### src/rtl/prio_intr_ctrl.sv
// Priority interrupt controller with an APB-style register port.
// Per-channel enable, edge/level mode and priority, a global threshold,
// round-robin among equal priorities and an IDLE/SERVICE/DONE service FSM.
module prio_intr_ctrl #(
    parameter int unsigned NUM_INTR = 16,
    parameter int unsigned PRIO_W   = 4,
    parameter int unsigned ID_W     = $clog2(NUM_INTR)
) (
    input  logic                pclk_i,
    input  logic                prst_i,
    input  logic [7:0]          paddr_i,
    input  logic [7:0]          pwdata_i,
    input  logic                pwrite_i,
    input  logic                penable_i,
    output logic [7:0]          prdata_o,
    output logic                pready_o,
    output logic                perror_o,
    input  logic [NUM_INTR-1:0] intr_active_i,
    input  logic                intr_serviced_i,
    output logic [ID_W-1:0]     intr_to_service_o,
    output logic                intr_valid_o
);

    localparam logic [1:0] StIdle    = 2'd0;
    localparam logic [1:0] StService = 2'd1;
    localparam logic [1:0] StDone    = 2'd2;

    localparam logic [7:0] AddrThresh = 8'h80;
    localparam logic [7:0] AddrStatus = 8'h81;
    localparam logic [7:0] NumIntrB   = 8'(NUM_INTR);
    localparam logic [ID_W-1:0] LastIdRst = ID_W'(NUM_INTR - 1);

    // ------------------------------------------------------------------
    // State
    // ------------------------------------------------------------------
    logic [PRIO_W-1:0]   prio_q [NUM_INTR];
    logic [NUM_INTR-1:0] edge_mode_q;
    logic [NUM_INTR-1:0] en_q;
    logic [PRIO_W-1:0]   thresh_q;

    logic [NUM_INTR-1:0] act_q;
    logic [NUM_INTR-1:0] pending_q, pending_d;

    logic [1:0]          state_q, state_d;
    logic [ID_W-1:0]     id_q, id_d;
    logic                valid_q, valid_d;
    logic [ID_W-1:0]     last_id_q, last_id_d;

    logic [7:0]          prdata_q, prdata_d;
    logic                pready_q;
    logic                perror_q, perror_d;

    // ------------------------------------------------------------------
    // Register port decode
    // ------------------------------------------------------------------
    logic            access;
    logic            cfg_hit;
    logic [ID_W-1:0] cfg_idx;
    logic            cfg_we;
    logic            thresh_we;

    // Only the first cycle of a held penable executes; pready blocks the next.
    assign access    = penable_i & ~pready_q;
    assign cfg_hit   = (paddr_i < NumIntrB);
    assign cfg_idx   = paddr_i[ID_W-1:0];
    assign cfg_we    = access & pwrite_i & cfg_hit;
    assign thresh_we = access & pwrite_i & (paddr_i == AddrThresh);

    // Upper write-data bits beyond the priority field are intentionally ignored.
    logic unused_pwdata;
    assign unused_pwdata = ^pwdata_i;

    // Read data and error decode for the access executing this cycle
    always_comb begin
        prdata_d = '0;
        perror_d = 1'b0;
        if (cfg_hit) begin
            if (!pwrite_i) begin
                prdata_d[PRIO_W-1:0] = prio_q[cfg_idx];
                prdata_d[6]          = edge_mode_q[cfg_idx];
                prdata_d[7]          = en_q[cfg_idx];
            end
        end else if (paddr_i == AddrThresh) begin
            if (!pwrite_i) begin
                prdata_d[PRIO_W-1:0] = thresh_q;
            end
        end else if (paddr_i == AddrStatus) begin
            if (pwrite_i) begin
                perror_d = 1'b1;
            end else begin
                prdata_d[7]        = valid_q;
                prdata_d[ID_W-1:0] = id_q;
            end
        end else begin
            perror_d = 1'b1;
        end
    end

    // Access-complete pulse and registered response
    always_ff @(posedge pclk_i) begin
        if (prst_i) begin
            pready_q <= 1'b0;
            prdata_q <= '0;
            perror_q <= 1'b0;
        end else begin
            pready_q <= access;
            if (access) begin
                prdata_q <= prdata_d;
                perror_q <= perror_d;
            end
        end
    end

    // Configuration registers written from the register port
    always_ff @(posedge pclk_i) begin
        if (prst_i) begin
            for (int unsigned i = 0; i < NUM_INTR; i++) begin
                prio_q[i] <= '0;
            end
            edge_mode_q <= '0;
            en_q        <= '0;
            thresh_q    <= '0;
        end else begin
            if (cfg_we) begin
                prio_q[cfg_idx]      <= pwdata_i[PRIO_W-1:0];
                edge_mode_q[cfg_idx] <= pwdata_i[6];
                en_q[cfg_idx]        <= pwdata_i[7];
            end
            if (thresh_we) begin
                thresh_q <= pwdata_i[PRIO_W-1:0];
            end
        end
    end

    // ------------------------------------------------------------------
    // Pending tracking
    // ------------------------------------------------------------------
    logic service_done;

    // Level channels follow the line; edge channels latch a rise until serviced
    always_comb begin
        pending_d = '0;
        for (int unsigned i = 0; i < NUM_INTR; i++) begin
            if (edge_mode_q[i]) begin
                // A rise coinciding with completion keeps the channel pending.
                pending_d[i] = (intr_active_i[i] & ~act_q[i]) |
                               (pending_q[i] & ~(service_done & (id_q == ID_W'(i))));
            end else begin
                pending_d[i] = intr_active_i[i];
            end
        end
    end

    // Line history for edge detection and pending flags
    always_ff @(posedge pclk_i) begin
        if (prst_i) begin
            act_q     <= '0;
            pending_q <= '0;
        end else begin
            act_q     <= intr_active_i;
            pending_q <= pending_d;
        end
    end

    // ------------------------------------------------------------------
    // Arbitration
    // ------------------------------------------------------------------
    logic [NUM_INTR-1:0] eligible;
    logic [NUM_INTR-1:0] cand;
    logic [PRIO_W-1:0]   max_prio;
    logic                win_found;
    logic [ID_W-1:0]     win_id;

    // Highest eligible priority, then round-robin from last_id+1 among ties
    always_comb begin
        eligible  = '0;
        cand      = '0;
        max_prio  = '0;
        win_found = 1'b0;
        win_id    = '0;
        for (int unsigned i = 0; i < NUM_INTR; i++) begin
            eligible[i] = pending_q[i] & en_q[i] & (prio_q[i] > thresh_q);
        end
        for (int unsigned i = 0; i < NUM_INTR; i++) begin
            if (eligible[i] && (prio_q[i] > max_prio)) begin
                max_prio = prio_q[i];
            end
        end
        for (int unsigned i = 0; i < NUM_INTR; i++) begin
            cand[i] = eligible[i] & (prio_q[i] == max_prio);
        end
        for (int unsigned k = 0; k < NUM_INTR; k++) begin
            automatic int unsigned idx;
            idx = 32'(last_id_q) + 32'd1 + k;
            if (idx >= NUM_INTR) begin
                idx = idx - NUM_INTR;
            end
            if (!win_found && cand[idx]) begin
                win_found = 1'b1;
                win_id    = ID_W'(idx);
            end
        end
    end

    // ------------------------------------------------------------------
    // Service FSM
    // ------------------------------------------------------------------
    // Grant in IDLE, hold until acknowledged, one settling cycle in DONE
    always_comb begin
        state_d      = state_q;
        id_d         = id_q;
        valid_d      = valid_q;
        last_id_d    = last_id_q;
        service_done = 1'b0;
        case (state_q)
            StIdle: begin
                if (win_found) begin
                    id_d    = win_id;
                    valid_d = 1'b1;
                    state_d = StService;
                end
            end
            StService: begin
                if (intr_serviced_i) begin
                    service_done = 1'b1;
                    valid_d      = 1'b0;
                    last_id_d    = id_q;
                    state_d      = StDone;
                end
            end
            StDone: begin
                state_d = StIdle;
            end
            default: begin
                valid_d = 1'b0;
                state_d = StIdle;
            end
        endcase
    end

    // FSM state, granted id and round-robin pointer
    always_ff @(posedge pclk_i) begin
        if (prst_i) begin
            state_q   <= StIdle;
            id_q      <= '0;
            valid_q   <= 1'b0;
            last_id_q <= LastIdRst;
        end else begin
            state_q   <= state_d;
            id_q      <= id_d;
            valid_q   <= valid_d;
            last_id_q <= last_id_d;
        end
    end

    assign prdata_o          = prdata_q;
    assign pready_o          = pready_q;
    assign perror_o          = perror_q;
    assign intr_to_service_o = id_q;
    assign intr_valid_o      = valid_q;

endmodule

### config.mk
export PLATFORM = sky130hd
export DESIGN_NAME = prio_intr_ctrl
export DESIGN_NICKNAME = d
export VERILOG_FILES = /design/src/rtl/prio_intr_ctrl.sv
export SDC_FILE = /design/constraint.sdc
export NUM_CORES = 1
export LEC_CHECK = 0
export BUFFER_PORTS_ARGS = -buffer_cell sky130_fd_sc_hd__clkbuf_2
export CELL_PAD_IN_SITES_DETAIL_PLACEMENT = 0
export CELL_PAD_IN_SITES_GLOBAL_PLACEMENT = 1
export CORE_ASPECT_RATIO = 1.2
export CORE_MARGIN = 2
export CORE_UTILIZATION = 45
export CTS_BUF_LIST = sky130_fd_sc_hd__clkbuf_8
export CTS_CLUSTER_DIAMETER = 120
export DETAILED_ROUTE_END_ITERATION = 10
export PLACE_DENSITY_LB_ADDON = 0.2
export SETUP_SLACK_MARGIN = 0.02
export SYNTH_ARGS = -nofsm -noshare
export SYNTH_HDL_FRONTEND = slang
export SYNTH_SLANG_ARGS = --single-unit
### constraint.sdc
create_clock -name pclk_i -period 44.5 [get_ports pclk_i]
set_clock_uncertainty 0.15 [all_clocks]
set_input_delay 6.675 -clock pclk_i [delete_from_list [all_inputs] [get_ports pclk_i]]
set_output_delay 6.675 -clock pclk_i [all_outputs]
set_load 0.1 [all_outputs]
==> run summary <==
initial antenna violation count: 0
Worst-path clk slew: 0.11 ns
Max Fclk: 0.0312 GHz
Core Area: 34200 µm²
Crit. End Element: register
CTS tree: yes
Crit path buffers/inverters: 21
final hold vios: 0
post-synth cell types: 118
Initial Util: 0.459
crit start category: register
first-pass GRT wire length: 89200 µm
routed vias/inst: 6.65
worst-skew pair later-pin latency: 0.46 ns
drt initial violations: 1600
Max clock buf depth: 2
hpwl dp: 43800 µm
postcts setup bufs: 0
Die Width: 174 µm
post-synthesis cell count: 1878
GRT Residual Overflow: 0
Vias: 15485
Final Cycle Share: 0.721
Die Ht: 208 µm
CTS root buffer: clkbuf_8
CTS Buf Count: 17
largest net degree at the start of global routing: 44
arrival time worst endpoint: 32.30 ns
leading cell types in the layout, fill and taps excluded: 138 x nand2_1, 135 x nor2_1, 108 x ha_1
final instance area: 16600 µm²
slew margin rel.: 0.308
CP required: 44.72 ns
Hold Crit Depth: 3
delay-heaviest family, CP: compound AO/OA/AOI/OAI gates
Syn. warnings: 0
drt wl/cell: 24.8 µm
htree depth: 4
status: complete, no violations
crit path time final: 32.07 ns
Sink Count: 151
Min-Delay Path Class: reg2reg
final antenna diode count: 0
worst-case reg-to-reg path depth: 139
HP Start: act_q[9]$_SDFF_PP0_
r2r setup slk: 12.43 ns
I/O Buffers: 47
Final ANT Viol Nets: 0
Top-Level Pins: 52
commonest non-fill, non-tap cell in the layout: nand2_1
layout cells sized above 1: 0.119
most used cell, CP: ha_1
# rows: 74
reg-to-reg critical path endpoint: intr_to_service_o[0]$_SDFFE_PP0P_
Yosys reg bits: 151
Top FF cell, synth: dfxtp_1
WS Path Type: reg2reg
maxcap violations: 0
syn_area_per_cell: 8.35 µm²
drt pass-1 iters: 7
RSZ-0062 raised after global routing: false
Syn Std Cell Area: 15700 µm²
Worst VDD drop: 0.0000227 V
# hold bufs at CTS: 0
DRC viols: 0
Setup-failing EPs final: 0
Nets: 2004
fillers: 3353
Seq/Total Area, Yosys: 0.234
GRT Util Overall: 0.315
Slew Limit Fails: 0
Fin Setup TNS: 0 ns
die area: 36400 µm²
Power Total: 0.594 mW
slowest CP cell: a2111oi_0
gpl congestion: 0.987
fin util: 0.487
Layout area overhead: 6.18%
post-CTS sizing: 0
slowest stage delay, CP: 0.72 ns
Synth async-reset ratio: 0
crit-path max FO: 33
Leakage: 6.36 nW
power density of the placed cells: 35.6 nW/µm²
hold path endpoint: pending_q[9]$_SDFF_PP0_
Worst Tran Pin Value: 1.04 ns
Reg-to-Reg Start: thresh_q[1]$_SDFFE_PP0P_
via count of the first global-routing pass: 14845
number of synthesized flops with an enable pin: 64
Placed Area: 16200 µm²
DRT Wirelength: 57700 µm
[worst min-delay path, stage by stage (launching register included)]
cell	delay [ns]
dfxtp_1	0.31
nand2_1	0.05
nand2_1	0.05
o31ai_1	0.05
[worst max path at each step]
stage | start | depth (start not counted) | to
final | thresh_q[1]$_SDFFE_PP0P_ | 139 | intr_to_service_o[0]$_SDFFE_PP0P_
after global routing | thresh_q[1]$_SDFFE_PP0P_ | 141 | intr_to_service_o[0]$_SDFFE_PP0P_
after CTS | thresh_q[3]$_SDFFE_PP0P_ | 140 | intr_to_service_o[0]$_SDFFE_PP0P_
after detailed placement | thresh_q[3]$_SDFFE_PP0P_ | 140 | intr_to_service_o[0]$_SDFFE_PP0P_
after global placement | thresh_q[1]$_SDFFE_PP0P_ | 140 | intr_to_service_o[0]$_SDFFE_PP0P_
after floorplan | thresh_q[1]$_SDFFE_PP0P_ | 134 | intr_to_service_o[2]$_SDFFE_PP0P_
[cell usage after synthesis (22+ instances only)]
master / number / share of area
o211ai_1: 37 / 0.018
dfxtp_1: 87 / 0.11
nand3_1: 55 / 0.018
nand4_1: 25 / 0.010
o22ai_1: 34 / 0.014
inv_1: 96 / 0.023
a21oi_1: 105 / 0.034
nor2b_1: 45 / 0.018
edfxtp_1: 64 / 0.12
nand2_1: 138 / 0.033
a22o_1: 35 / 0.020
mux2i_1: 26 / 0.017
mux4_2: 43 / 0.062
o21ai_0: 81 / 0.026
nor2_1: 135 / 0.032
ha_1: 108 / 0.086
xnor2_1: 49 / 0.027
nor3_1: 63 / 0.020
and2_1: 78 / 0.031
clkbuf_1: 82 / 0.020
and3_1: 22 / 0.0088
[state kept, by name (all words and copies together) (netlist names)]
name and cells:
state_q 2, act_q 16, pending_q 16, intr_to_service_o 4
edge_mode_q 16, perror_o 1, last_id_q 4, pready_o 1
prio_q 64, thresh_q 4, en_q 16, prdata_o 6
intr_valid_o 1
[power by group]
group	switching [mW]	total [mW]	leakage, nW	internal, mW
registers	0.0148	0.166	1.38	0.151
logic	0.207	0.315	4.76	0.109
clock network	0.0603	0.113	0.218	0.0523
[per-layer routing]
| metal | vias to the layer above | global-route usage | wire, µm |
|---|---|---|---|
| li1 | 7158 | - | - |
| met1 | 7478 | 0.389 | 23000 |
| met2 | 680 | 0.538 | 27700 |
| met3 | 169 | 0.0411 | 3870 |
| met4 | 0 | 0.155 | 3170 |
| met5 | - | 0 | 0 |
[final cells by class]
class | count | area [µm²] | share of cell area
Clock buffer | 17 | 234 | 0.0141
Sequential cell | 151 | 3660 | 0.220
Tap cell | 456 | 571 | 0.0343
Inverter | 101 | 379 | 0.0228
Timing Repair Buffer | 72 | 423 | 0.0254
Clock inverter | 15 | 181 | 0.0109
Multi-Input combinational cell | 1516 | 11200 | 0.673
[cell families (layout without fill, tap and decap cells)]
| family | after synthesis | in the layout | synth area share |
|---|---|---|---|
| and+or+nand+nor | 673 | 673 | 0.222 |
| AOI/OAI and AO/OA | 582 | 582 | 0.275 |
| buffers and inverters | 212 | 205 | 0.0535 |
| DFF | 151 | 151 | 0.234 |
| adders and majority gates | 110 | 110 | 0.0875 |
| muxes | 89 | 89 | 0.0939 |
| xor gates and xnor gates | 60 | 60 | 0.0340 |
| other | 1 | 2 | 0.000239 |
[metrics by stage]
step | worst slack, ns | hold WS, ns | std cells
global route | 9.79 | 0.363 | 2328
global placement | 13.28 | 0.306 | 2296
floorplan | 18.15 | 0.296 | 1879
detailed placement | 13.02 | 0.308 | 2296
finish | 12.43 | 0.329 | 2328
CTS | 12.84 | 0.330 | 2328
Note: power is estimated with default switching activity, not from simulation.
